File: config.mk
export PLATFORM = sky130hd
export DESIGN_NAME = sdf_butterfly_stage_flat
export DESIGN_NICKNAME = d
export VERILOG_FILES = /design/src/rtl/sdf_butterfly_stage_if.sv /design/src/rtl/sdf_butterfly_stage.sv /design/src/flat_wrapper.sv
export SDC_FILE = /design/constraint.sdc
export NUM_CORES = 1
export LEC_CHECK = 0
export ABC_CLOCK_PERIOD_IN_PS = 2350
export CORE_MARGIN = 5
export CORE_UTILIZATION = 65
export CTS_BUF_LIST = sky130_fd_sc_hd__clkbuf_16
export DETAILED_ROUTE_END_ITERATION = 16
export DONT_BUFFER_PORTS = 1
export PLACE_DENSITY = 0.84
export RECOVER_POWER = 25
export SLEW_MARGIN = 10
export SYNTH_ARGS = -nofsm -noshare
export SYNTH_HDL_FRONTEND = slang
export SYNTH_SLANG_ARGS = --single-unit
File: constraint.sdc
create_clock -name clk -period 2.35 [get_ports clk]
set_input_delay 0.235 -clock clk [delete_from_list [all_inputs] [get_ports clk]]
set_output_delay 0.235 -clock clk [all_outputs]
set_load 0.05 [all_outputs]
File: src/rtl/sdf_butterfly_stage_if.sv
// rtl/sdf_butterfly_stage_if.sv - sample stream, shifter and output bundle of an R2SDF butterfly stage
interface sdf_butterfly_stage_if #(
    parameter int DATA_WIDTH = 16,
    parameter int DELAY      = 8
);
    logic                         in_valid;
    logic [DATA_WIDTH-1:0]        data_in_r;
    logic [DATA_WIDTH-1:0]        data_in_i;
    logic [DATA_WIDTH-1:0]        from_mem_r;
    logic [DATA_WIDTH-1:0]        from_mem_i;
    logic [DATA_WIDTH-1:0]        to_mem_r;
    logic [DATA_WIDTH-1:0]        to_mem_i;
    logic [DATA_WIDTH-1:0]        data_out_r;
    logic [DATA_WIDTH-1:0]        data_out_i;
    logic                         out_valid;
    logic                         out_is_diff;
    logic [$clog2(DELAY)-1:0]     tw_idx;

    // Environment side: sample source, shifter model and output sink
    modport master (
        output in_valid, data_in_r, data_in_i, from_mem_r, from_mem_i,
        input  to_mem_r, to_mem_i, data_out_r, data_out_i, out_valid, out_is_diff, tw_idx
    );

    // Butterfly stage side
    modport slave (
        input  in_valid, data_in_r, data_in_i, from_mem_r, from_mem_i,
        output to_mem_r, to_mem_i, data_out_r, data_out_i, out_valid, out_is_diff, tw_idx
    );
endinterface

File: src/rtl/sdf_butterfly_stage.sv
// rtl/sdf_butterfly_stage.sv - radix-2 single-path delay-feedback butterfly stage
module sdf_butterfly_stage #(
    parameter int DATA_WIDTH = 16,
    parameter int DELAY      = 8
) (
    input  logic                 clk,
    input  logic                 rst,
    sdf_butterfly_stage_if.slave bus
);
    localparam int CNT_W = $clog2(2 * DELAY);
    localparam int TW_W  = $clog2(DELAY);
    localparam logic [CNT_W-1:0] LAST_FILL = CNT_W'(DELAY - 1);
    localparam logic [CNT_W-1:0] LAST_CNT  = CNT_W'(2 * DELAY - 1);

    typedef enum logic [1:0] {
        S_IDLE,
        S_FILL,
        S_BFLY,
        S_FLUSH
    } state_t;

    state_t                 state;
    logic [CNT_W-1:0]       cnt;        // phase of the sample expected this cycle, or flush step
    logic                   have_prev;  // shifter holds differences of a completed frame

    logic                   out_valid_q;
    logic                   out_is_diff_q;
    logic [TW_W-1:0]        tw_idx_q;
    logic [DATA_WIDTH-1:0]  data_out_r_q;
    logic [DATA_WIDTH-1:0]  data_out_i_q;

    logic signed [DATA_WIDTH:0] a_r, a_i, b_r, b_i;
    logic signed [DATA_WIDTH:0] sum_r, sum_i, dif_r, dif_i;
    logic [DATA_WIDTH-1:0]      sum_half_r, sum_half_i, dif_half_r, dif_half_i;

    logic                   emit;
    logic                   emit_diff;
    logic [TW_W-1:0]        emit_tw;
    logic [DATA_WIDTH-1:0]  emit_r, emit_i;
    logic [DATA_WIDTH-1:0]  mem_r, mem_i;

    // Butterfly arithmetic one bit wider than the samples, then halved with floor
    always_comb begin
        a_r        = {bus.from_mem_r[DATA_WIDTH-1], bus.from_mem_r};
        a_i        = {bus.from_mem_i[DATA_WIDTH-1], bus.from_mem_i};
        b_r        = {bus.data_in_r[DATA_WIDTH-1], bus.data_in_r};
        b_i        = {bus.data_in_i[DATA_WIDTH-1], bus.data_in_i};
        sum_r      = a_r + b_r;
        sum_i      = a_i + b_i;
        dif_r      = a_r - b_r;
        dif_i      = a_i - b_i;
        sum_half_r = DATA_WIDTH'(sum_r >>> 1);
        sum_half_i = DATA_WIDTH'(sum_i >>> 1);
        dif_half_r = DATA_WIDTH'(dif_r >>> 1);
        dif_half_i = DATA_WIDTH'(dif_i >>> 1);
    end

    // Per-phase routing of the shifter input and of the next output sample
    always_comb begin
        emit      = 1'b0;
        emit_diff = 1'b0;
        emit_tw   = '0;
        emit_r    = '0;
        emit_i    = '0;
        mem_r     = '0;
        mem_i     = '0;
        unique case (state)
            S_IDLE: begin
                // A sample arriving while idle is phase 0 of a new frame
                if (bus.in_valid) begin
                    mem_r = bus.data_in_r;
                    mem_i = bus.data_in_i;
                end
            end
            S_FILL: begin
                if (bus.in_valid) begin
                    mem_r = bus.data_in_r;
                    mem_i = bus.data_in_i;
                end
                // Phase 0 without a sample after a full frame is the first flush step
                if ((bus.in_valid && have_prev) || (!bus.in_valid && cnt == '0)) begin
                    emit      = 1'b1;
                    emit_diff = 1'b1;
                    emit_tw   = cnt[TW_W-1:0];
                    emit_r    = bus.from_mem_r;
                    emit_i    = bus.from_mem_i;
                end
            end
            S_BFLY: begin
                if (bus.in_valid) begin
                    mem_r  = dif_half_r;
                    mem_i  = dif_half_i;
                    emit   = 1'b1;
                    emit_r = sum_half_r;
                    emit_i = sum_half_i;
                end
            end
            S_FLUSH: begin
                emit      = 1'b1;
                emit_diff = 1'b1;
                emit_tw   = cnt[TW_W-1:0];
                emit_r    = bus.from_mem_r;
                emit_i    = bus.from_mem_i;
            end
            default: ;
        endcase
    end

    // Phase sequencing and registered outputs
    always_ff @(posedge clk or negedge rst) begin
        if (!rst) begin
            state         <= S_IDLE;
            cnt           <= '0;
            have_prev     <= 1'b0;
            out_valid_q   <= 1'b0;
            out_is_diff_q <= 1'b0;
            tw_idx_q      <= '0;
            data_out_r_q  <= '0;
            data_out_i_q  <= '0;
        end else begin
            out_valid_q   <= emit;
            out_is_diff_q <= emit_diff;
            tw_idx_q      <= emit_tw;
            data_out_r_q  <= emit_r;
            data_out_i_q  <= emit_i;
            unique case (state)
                S_IDLE: begin
                    if (bus.in_valid) begin
                        state     <= (LAST_FILL == '0) ? S_BFLY : S_FILL;
                        cnt       <= CNT_W'(1);
                        have_prev <= 1'b0;
                    end
                end
                S_FILL: begin
                    if (bus.in_valid) begin
                        cnt <= cnt + 1'b1;
                        if (cnt == LAST_FILL) begin
                            state <= S_BFLY;
                        end
                    end else if (cnt == '0) begin
                        state <= S_FLUSH;
                        cnt   <= CNT_W'(1);
                    end else begin
                        // Gap inside a frame: drop the frame and anything still pending
                        state     <= S_IDLE;
                        cnt       <= '0;
                        have_prev <= 1'b0;
                    end
                end
                S_BFLY: begin
                    if (bus.in_valid) begin
                        if (cnt == LAST_CNT) begin
                            state     <= S_FILL;
                            cnt       <= '0;
                            have_prev <= 1'b1;
                        end else begin
                            cnt <= cnt + 1'b1;
                        end
                    end else begin
                        state     <= S_IDLE;
                        cnt       <= '0;
                        have_prev <= 1'b0;
                    end
                end
                S_FLUSH: begin
                    if (cnt == LAST_FILL) begin
                        state     <= S_IDLE;
                        cnt       <= '0;
                        have_prev <= 1'b0;
                    end else begin
                        cnt <= cnt + 1'b1;
                    end
                end
                default: begin
                    state <= S_IDLE;
                    cnt   <= '0;
                end
            endcase
        end
    end

    assign bus.to_mem_r    = rst ? mem_r : '0;
    assign bus.to_mem_i    = rst ? mem_i : '0;
    assign bus.out_valid   = out_valid_q;
    assign bus.out_is_diff = out_is_diff_q;
    assign bus.tw_idx      = tw_idx_q;
    assign bus.data_out_r  = data_out_r_q;
    assign bus.data_out_i  = data_out_i_q;
endmodule

File: src/flat_wrapper.sv
// flat-port wrapper written by rule: the top's interface ports become plain ports
module sdf_butterfly_stage_flat 
#(
    parameter int DATA_WIDTH = 16,
    parameter int DELAY      = 8
)
  (clk, rst, bus_in_valid, bus_data_in_r, bus_data_in_i, bus_from_mem_r, bus_from_mem_i, bus_to_mem_r, bus_to_mem_i, bus_data_out_r, bus_data_out_i, bus_out_valid, bus_out_is_diff, bus_tw_idx);
  sdf_butterfly_stage_if #(.DATA_WIDTH(DATA_WIDTH), .DELAY(DELAY)) bus_i ();
  input  logic clk;
  input  logic rst;
  input wire logic [$bits(bus_i.in_valid)-1:0] bus_in_valid;
  input wire logic [$bits(bus_i.data_in_r)-1:0] bus_data_in_r;
  input wire logic [$bits(bus_i.data_in_i)-1:0] bus_data_in_i;
  input wire logic [$bits(bus_i.from_mem_r)-1:0] bus_from_mem_r;
  input wire logic [$bits(bus_i.from_mem_i)-1:0] bus_from_mem_i;
  output wire logic [$bits(bus_i.to_mem_r)-1:0] bus_to_mem_r;
  output wire logic [$bits(bus_i.to_mem_i)-1:0] bus_to_mem_i;
  output wire logic [$bits(bus_i.data_out_r)-1:0] bus_data_out_r;
  output wire logic [$bits(bus_i.data_out_i)-1:0] bus_data_out_i;
  output wire logic [$bits(bus_i.out_valid)-1:0] bus_out_valid;
  output wire logic [$bits(bus_i.out_is_diff)-1:0] bus_out_is_diff;
  output wire logic [$bits(bus_i.tw_idx)-1:0] bus_tw_idx;
  assign bus_i.in_valid = bus_in_valid;
  assign bus_i.data_in_r = bus_data_in_r;
  assign bus_i.data_in_i = bus_data_in_i;
  assign bus_i.from_mem_r = bus_from_mem_r;
  assign bus_i.from_mem_i = bus_from_mem_i;
  assign bus_to_mem_r = bus_i.to_mem_r;
  assign bus_to_mem_i = bus_i.to_mem_i;
  assign bus_data_out_r = bus_i.data_out_r;
  assign bus_data_out_i = bus_i.data_out_i;
  assign bus_out_valid = bus_i.out_valid;
  assign bus_out_is_diff = bus_i.out_is_diff;
  assign bus_tw_idx = bus_i.tw_idx;
  sdf_butterfly_stage #(.DATA_WIDTH(DATA_WIDTH), .DELAY(DELAY)) u_core (.clk(clk), .rst(rst), .bus(bus_i));
endmodule
==> Yosys cells after proc, flatten, opt, wreduce, memory -nomap -nowiden <==
Cells that the tools add are included.
{ "totals": {"reg_bits": 44, "latch_bits": 0, "ram_bits": 0, "romBits": 0, "in_bits": 67, "elab_cells": 75, "mem_count": 0} }
{ "op_classes": {"add_sub_neg": 5, "mul": 0, "div_mod_pow": 0, "n_lt_le_gt_ge": 0, "eq_ne": 11, "shifts": 0, "muxes": 42, "bitwise": 0, "n_reduce_logical": 9} }
{ "ops": {"columns": ["operator", "count"], "rows": [
  ["16-bit two-way mux", 10],
  ["16-bit case mux with 3 select lines", 2],
  ["16-bit case mux with 2 select lines", 2],
  ["16-bit by 16-bit adder with 17-bit output", 2],
  ["16-bit by 16-bit subtractor with 17-bit output", 2],
  ["4-bit two-way mux", 5],
  ["4-bit case mux with 4 select lines", 1],
  ["2-bit two-way mux", 7],
  ["1-bit two-way mux", 9],
  ["2-bit case mux with 4 select lines", 1],
  ["2-bit != test, second input constant", 3],
  ["3-bit by 2-bit != test with 1-bit output, second input constant", 2],
  ["3-bit case mux with 2 select lines", 1],
  ["5-bit AND reduction", 1],
  ["4-bit by 1-bit adder with 4-bit output, second input constant", 1],
  ["2-bit equality test, second input constant", 2],
  ["4-bit by 3-bit equality test with 1-bit output, second input constant", 1],
  ["4-bit equality test, second input constant", 1],
  ["4-bit logical NOT", 1],
  ["1-bit case mux with 4 select lines", 1],
  ["4-bit AND reduction", 1],
  ["3-bit two-way mux", 1],
  ["1-bit case mux with 3 select lines", 1],
  ["2-bit by 1-bit equality test with 1-bit output, second input constant", 1],
  ["7 further kinds", 8]
]} }

==> Longest topological paths before layout <==
{ "logic_depth": {"word_depth": 5, "mapped_depth": 10, "depth_no_buf": 9} }

==> Worst setup path after synthesis <==
Ideal clock, no wire load.
{ "synth_path": {"path_type": "input -> output", "from": "in bus_data_in_r[2]", "to": "out bus_to_mem_r[7]", "t_arrival_ns": 2.954, "required_time_ns": 2.115, "setup_slack_ns": -0.839, "cell_stages": 10, "path_buffers": 1, "cell_sequence": "inv_1 ha_1 buf_2 nor2b_1 o21a_1 o21a_1 o21a_1 o311a_1 o21a_1 o31ai_1"} }
{ "synth_via": {"elab_chain_cells": 4} }
{ "synth_rtl": {"columns": ["element", "line", "source"], "rows": [
  ["start: declaration", "flat_wrapper.sv:12", "input wire logic [$bits(bus_i.data_in_r)-1:0] bus_data_in_r;"],
  ["16-bit by 16-bit subtractor with 17-bit output", "sdf_butterfly_stage.sv:50", "dif_r = a_r - b_r;"],
  ["16-bit two-way mux", "sdf_butterfly_stage.sv:90", "if (bus.in_valid) begin"],
  ["16-bit case mux with 2 select lines", "sdf_butterfly_stage.sv:67", "unique case (state)"],
  ["16-bit two-way mux", "sdf_butterfly_stage.sv:182", "assign bus.to_mem_r = rst ? mem_r : '0;"],
  ["end: declaration", "flat_wrapper.sv:16", "output wire logic [$bits(bus_i.to_mem_r)-1:0] bus_to_mem_r;"]
]} }
No other way between the ends.

==> Worst setup path in the final report <==
{ "layout_path": {"from": "in bus_data_in_r[0]", "to": "out bus_to_mem_r[15]"} }
Same word-level chain as after synthesis.

==> summary.txt <==
Outcome
  – Outcome: finished, violations left
  – Failing checks: negative setup slack

Logic synthesis
  – Sequential area share after synthesis: 0.208
  – Yosys warns: 0
  – Async S/R FF share, synth: 1.00
  – Cell Area, Synth: 0.00528 mm²
  – Post-synth EDFFs: 0
  – Mapped Nets: 842
  – Yosys cell types: 64
  – Top FF cell, synth: dfrtp_1
  – Synthesis-stage register bit count: 44
  – Mapped Cells: 709
  – Avg Cell Area, Syn: 7.45 µm²

Floorplanning
  – Ports: 136
  – Starting Density: 0.676
  – Die W: 100 µm
  – Die height: 100 µm
  – Core footprint: 0.00781 mm²
  – Total die area: 0.0100 mm²
  – Row count: 32

Cells and area
  – Area Overhead vs Synth: 23.0%
  – Fill cells: 497
  – Commonest non-fill, non-tap cell in the layout: nand2_1
  – Share of post-route cells with drive strength above 1: 0.213
  – Most frequent cells in the layout: 81 x nand2_1, 80 x buf_4, 59 x ha_1
  – Post-Layout Cell Count: 873
  – Antenna cells: 0
  – Layout Nets: 903

Setup path
  – Startpoint types: input pin
  – Crit path buffers/inverters: 1
  – FF-to-FF setup slack: 0.19 ns
  – Endpoint type of the worst setup path: output pin
  – Crit-path leading delay family: simple AND/OR/NAND/NOR gates
  – Maximum single-stage delay on the critical path: 0.42 ns
  – Critical path, cell by cell: nor2b_4, fa_2, nor2b_1, o21a_1, buf_4, o211ai_1, and4b_1, or4_4, a22o_4
  – Slowest CP cell: or4_4
  – Crit path max fanout: 4
  – WS Path Type: input pin to output pin
  – WP data required: 2.12 ns
  – Crit path arrival time: 2.22 ns

Clock tree
  – CTS Buf Count: 5
  – Clk sink count: 44
  – CTS tree: yes
  – Clk slew on worst S/H paths: 0.08 ns
  – Maximum clock insertion buffer count: 2
  – Worst skew pair latency: 0.30 ns
  – Root Driver: clkbuf_16
  – Htree depth: 2

STA
  – RSZ-0062 raised after global routing: yes
  – Worst Skew: 0.0103 ns
  – Final Hold Viols: 0
  – Final setup vio count: 3
  – Slew Viols, Final: 0
  – Slew Limit Headroom: 0.218
  – Worst Slack Setup Final: -0.102 ns
  – Fin crit period: 2.45 ns
  – Final period util: 1.04
  – Fmax: 0.408 GHz
  – TNS Setup: -0.235 ns
  – Worst Max-Slew Pin Slew: 1.17 ns

Pwr
  – Final Total Pwr: 6.06 mW
  – Power Density: 933 mW/mm²
  – Maximum VDD drop: 753 µV
  – Total leakage power: 3.00 nW

GRT
  – Initial antenna violation count: 0
  – Global-route usage over all layers: 0.332
  – Vias in the first global route: 5,578
  – Grt total ovfl: 0
  – Global-route wire length before repair: 27.3 mm
  – Largest net degree at the start of global routing: 45

Placed design
  – Placed cells: 855
  – Pre-CTS WS: -0.171 ns
  – IO buf count: 0
  – Detailed-placement wirelength estimate: 12.8 mm
  – Routability cong.: 0.966

Detailed routing
  – Initial DRC Count: 342
  – Routed WL: 17.0 mm
  – Total number of vias: 5,574
  – DRT Pass-1 Iters: 5
  – Number of remaining DRC errors: 0
  – Via density: 6.38
  – WL/cell: 19.5 µm
  – Antenna viol nets, final: 0

Hold path
  – Tightest Hold Check Type: input pin to flip-flop

Flow run
  – Maxcap violations: 0
[final timing paths]
check	startpoint	to	cells after the start
setup / recovery	bus_data_in_r[0]	bus_to_mem_r[15]	9
hold / removal	bus_from_mem_r[15]	u_core.bus.data_out_r[15]$_DFF_PN0_	2
setup reg to reg	u_core.cnt[0]$_DFFE_PN0P_	u_core.bus.data_out_r[1]$_DFF_PN0_	9
hold reg to reg	u_core.have_prev$_DFFE_PN0P_	u_core.have_prev$_DFFE_PN0P_	2
max in group asynchronous	rst	u_core.bus.data_out_r[5]$_DFF_PN0_	2
min in group asynchronous	rst	u_core.bus.tw_idx[0]$_DFF_PN0_	2
[stage by stage]
step	hold WS, ns	area (µm²)	utilization
after floorplan	-0.0606	5390	-
after global placement	-0.0595	6100	0.781
after detailed placement	-0.0593	6100	0.781
after CTS	0.0595	6380	0.817
after global routing	0.0602	6490	0.832
final	0.0559	6490	0.832
[cells by family after synthesis]
family | count (synthesis) | synth area share
AND/OR/NAND/NOR | 225 | 0.199
multiplexers | 4 | 0.00758
buffers and inverters | 95 | 0.0720
XOR/XNOR | 47 | 0.0779
flip-flops | 44 | 0.208
AO/OA/AOI/OAI | 228 | 0.273
adder cells (fa/ha/maj) | 66 | 0.162
[sequential cells by signal (all words and copies together), names as in the netlist]
name	flops
u_core.bus.data_out_i	16
u_core.bus.data_out_r	16
u_core.state	2
u_core.bus.tw_idx	3
u_core.bus.out_is_diff	1
u_core.have_prev	1
u_core.bus.out_valid	1
u_core.cnt	4
[cell type report]
cell class / count / area (µm²) / area share
tap: 102 / 128 / 0.0196
clock buffer: 5 / 125 / 0.0193
sequential: 44 / 1100 / 0.170
timing repair buffer: 96 / 852 / 0.131
multi-input combinational: 570 / 4040 / 0.622
clock inverter: 3 / 46.3 / 0.00713
inverter: 53 / 201 / 0.0310
[cells in the mapped netlist (4+ instances only)]
| master | n | area [µm²] |
|---|---|---|
| a211oi_1 | 6 | 45.0 |
| a21o_1 | 6 | 45.0 |
| a21oi_1 | 60 | 300 |
| a22o_1 | 4 | 35.0 |
| a22oi_1 | 10 | 75.1 |
| and2_1 | 7 | 43.8 |
| and3_1 | 6 | 37.5 |
| buf_2 | 10 | 50.1 |
| clkbuf_1 | 29 | 109 |
| dfrtp_1 | 44 | 1100 |
| fa_1 | 4 | 80.1 |
| ha_1 | 62 | 776 |
| inv_1 | 45 | 169 |
| inv_2 | 8 | 30.0 |
| mux2i_1 | 4 | 40.0 |
| nand2_1 | 82 | 308 |
| nand2b_1 | 7 | 43.8 |
| nand3_1 | 10 | 50.1 |
| nor2_1 | 61 | 229 |
| nor2b_1 | 12 | 75.1 |
| nor3_1 | 18 | 90.1 |
| o211ai_1 | 4 | 30.0 |
| o21a_1 | 11 | 82.6 |
| o21ai_0 | 18 | 90.1 |
| o21ai_1 | 54 | 270 |
| o21bai_1 | 11 | 82.6 |
| o22ai_1 | 5 | 31.3 |
| o31ai_1 | 12 | 90.1 |
| xnor2_1 | 38 | 333 |
| xor2_1 | 9 | 78.8 |
[power by group]
group	leakage, nW	switching (mW)	internal [mW]	total (mW)
Sequential	0.573	1.22	1.08	2.30
Combinational	2.35	1.79	1.12	2.92
Clock	0.0804	0.338	0.507	0.845
[metal layers]
layer | global-route usage | wire length [µm] | up-vias
li1 | - | - | 2596
met1 | 0.410 | 6630 | 2651
met2 | 0.582 | 8530 | 279
met3 | 0.0542 | 1390 | 48
met4 | 0.119 | 482 | 0
met5 | 0 | 0 | -
[what timing repair did]
action	CTS	global route
pin swaps	3	12
buffers inserted	3	5
hold buffers	2	0
endpoints found under the hold margin	44	0
endpoints found under the setup margin	14	20
resized for setup	11	27
No activity file was read; power rests on OpenSTA's default activity.
==> RTL edit: new RTL, same settings <==
`DELAY` is set to 8 in 3 places; all go to 16.
--- a/src/rtl/sdf_butterfly_stage_if.sv
+++ b/src/rtl/sdf_butterfly_stage_if.sv
@@ -2,5 +2,5 @@
 interface sdf_butterfly_stage_if #(
     parameter int DATA_WIDTH = 16,
-    parameter int DELAY      = 8
+    parameter int DELAY      = 16
 );
     logic                         in_valid;
--- a/src/rtl/sdf_butterfly_stage.sv
+++ b/src/rtl/sdf_butterfly_stage.sv
@@ -2,5 +2,5 @@
 module sdf_butterfly_stage #(
     parameter int DATA_WIDTH = 16,
-    parameter int DELAY      = 8
+    parameter int DELAY      = 16
 ) (
     input  logic                 clk,
--- a/src/flat_wrapper.sv
+++ b/src/flat_wrapper.sv
@@ -3,5 +3,5 @@
 #(
     parameter int DATA_WIDTH = 16,
-    parameter int DELAY      = 8
+    parameter int DELAY      = 16
 )
   (clk, rst, bus_in_valid, bus_data_in_r, bus_data_in_i, bus_from_mem_r, bus_from_mem_i, bus_to_mem_r, bus_to_mem_i, bus_data_out_r, bus_data_out_i, bus_out_valid, bus_out_is_diff, bus_tw_idx);
Interface: changed (resized bus_tw_idx); port bits go from 136 to 137. No check against the original RTL was run, so the function may have changed too.
==> RTL edit against the original RTL <==
The run still ends with setup timing left. Non-clock buffer count rose by 15. Total power shrank 9.6%. Maximum frequency down 2.7%. Routed wire length rose by 9.4%. Hold slack better by 0.0019 ns. Count of clock-buffer cells in the layout did not move. Worst setup slack worse by 0.069 ns. Clock skew decreased by 0.0044 ns. Final area grew 7.6%. Utilization grew 2.8 points. Sequential cell count increased by 2. Register-to-register slack better by 0.04 ns. Area after synthesis grew 1.8%.
==> RTL edit: results (changes against the original RTL) <==
status:
  status: "finished, violations left"
  violations: "setup timing"
yosys:
  synth_xor_xnor_area_share_pct: 7.17  # -0.63 points
  synth_commonest_cells: "nand2_1 (75), nor2_1 (69), o21ai_0 (68), ha_1 (65), inv_1 (64)"
  muxShareOfSynthArea_pct: 0.745  # -0.013 points
  syn_nets: 856  # +1.7%
  synth.avg_cell_area_um2: 7.47  # +0.25%
  async_flop_share_pct: 100  # unchanged
  ys_types: 60  # -6.3%
  synth-compound-area-share_pct: 27.3  # +0.053 points
  synth.area.top_cells: "dfrtp_1 (21%), ha_1 (15%), o21ai_0 (6.3%)"
  yosysSeqAreaShare_pct: 21.4  # +0.56 points
  synth_warnings: 0  # unchanged
  synth_fa_ha_area_share_pct: 16.6  # +0.41 points
  ys.flop_type: "dfrtp_1"
clocking:
  clk_pin_slew_ns: 0.08  # about the same
  clock_latency_ns: 0.29
  cts_buffer_depth: 2  # unchanged
  clockRootBuffer: "clkbuf_16"
  htree_levels: 2  # unchanged
  cts_buffers: 5  # unchanged
sta:
  skew_ns: 0.00594  # -0.00441 ns
  relSlewSlack_pct: 15.1  # -6.7 points
  setup_viol: 7  # +4
  worst_slack_ns: -0.171  # -0.0688 ns
drt:
  initialDrtViolationCount: 399  # +17%
  via_per_inst: 6.51  # +2.0%
  avgRoutedWirePerCell_um: 20.5  # +5.1%
  drt_first_pass_iters: 6  # +1
global_route:
  grt.total_usage_pct: 34.0  # +0.82 points
  grt-busiest-layer: "met2"
  grt.met1_usage_pct: 38.8  # -2.3 points
  use_met3_pct: 7.34  # +1.9 points
  met2_usage_pct: 60.5  # +2.4 points
  grt_max_degree: 47  # +4.4%
  grt_pass1_vias: 5846  # +4.8%
  grt_pass1_wl_mm: 28.0  # +2.6%
setup_path:
  crit_path_end: "bus_to_mem_r[15]"
  regToRegSetupSlack_ns: 0.23  # +0.04 ns
  reg2reg_to: "u_core.bus.data_out_r[0]"
  startpoint: "u_core.state[0]"
  cp_max_fo: 2  # -2
  critPathTopFamily: "simple AND/OR/NAND/NOR gates"
  crit_arrival_ns: 2.29  # +0.07 ns
  crit_path_max_incr_delay_ns: 0.49  # +0.07 ns
place:
  dp.cells: 884  # +3.4%
  gp_congestion: 0.969  # +0.30%
  portBuffers: 0  # unchanged
  dp_hpwl_mm: 13.0  # +1.7%
layout:
  drive_above_1_share_pct: 23.1  # +1.9 points
  nFillCells: 455  # -8.5%
  finalNetCount: 939  # +4.0%
  diodes: 0  # unchanged
  layout.cells.non_filler: 909  # +4.1%
power_and_ir_drop:
  peakVddDrop_mv: 0.522  # -31%
  p_leak_nw: 3.24  # +7.8%
hold_path:
  min_path_type: "in2reg"
## RTL edit: changes by cell type in the layout (fill, tap and decap cells not counted), moves of 7 or more
| cell | delta |
|---|---|
| o21ai_1 | -32 |
| a31oi_1 | +7 |
| nor3_1 | -8 |
| o31ai_1 | -7 |
| nand2_1 | -10 |
| o21ai_0 | +36 |
| buf_4 | +8 |
| nor2_1 | +7 |
| inv_1 | +14 |
## RTL edit: cell families after synthesis
group	count (synthesis)
AO/OA/AOI/OAI	233
AND/OR/NAND/NOR	223
buffers and inverters	101
adder cells (fa/ha/maj)	69
flip-flops	46
XOR/XNOR	44
multiplexers	4
## RTL edit: per-stage QoR
stage                     cell area (um^2)  setup TNS [ns]  setup WS (ns)
final                                 6990          -0.582         -0.171
after global routing                  6990           -1.07         -0.233
after CTS                             6730          -0.455         -0.147
after detailed placement              6430          -0.183        -0.0688
after global placement                6430         -0.0254        -0.0254
after floorplan                       5580          -0.130         -0.130
## RTL edit: layout make-up
cell class	instances	share of cell area, %
tap	105	1.88
clock inverter	3	0.358
sequential	46	16.5
inverter	66	3.78
multi-input combinational	573	60.7
clock buffer	5	1.79
timing repair buffer	111	15.0
## RTL edit: worst min-delay path by stage
stage | from | endpoint | slack [ns] | cells after the start
CTS | bus_from_mem_i[3] | u_core.bus.data_out_i[3] | 0.06 | 2
global route | bus_from_mem_r[2] | u_core.bus.data_out_r[2] | 0.07 | 2
floorplan | rst | u_core.bus.data_out_i[0] | -0.06 | 0
finish | bus_from_mem_i[3] | u_core.bus.data_out_i[3] | 0.06 | 2
detailed placement | rst | u_core.bus.tw_idx[3] | -0.06 | 0
global placement | rst | u_core.cnt[2] | -0.06 | 0
## RTL edit: routing by layer
metal | vias to the layer above | part of all wire (%) | wire length, um
li1 | 2680 | - | -
met1 | 2777 | 35 | 6570
met2 | 366 | 50 | 9220
met3 | 95 | 9.7 | 1800
met4 | 0 | 5.5 | 1030
met5 | - | 0 | 0
## RTL edit: repair_timing
| action | 4_1_cts | 5_1_grt |
|---|---|---|
| hold endpoints to repair | 46 | 0 |
| setup endpoints to repair | 17 | 15 |
| gates resized for setup | 21 | 34 |
| pin swaps | 8 | 24 |
| buffers inserted | 1 | 14 |
| hold buffers | 2 | 0 |
| cloned | 0 | 1 |
## RTL edit: report_power, final
group / internal (mW) / switching [mW]
clock: 0.402 / 0.366
sequential: 1.03 / 0.920
combinational: 1.10 / 1.66
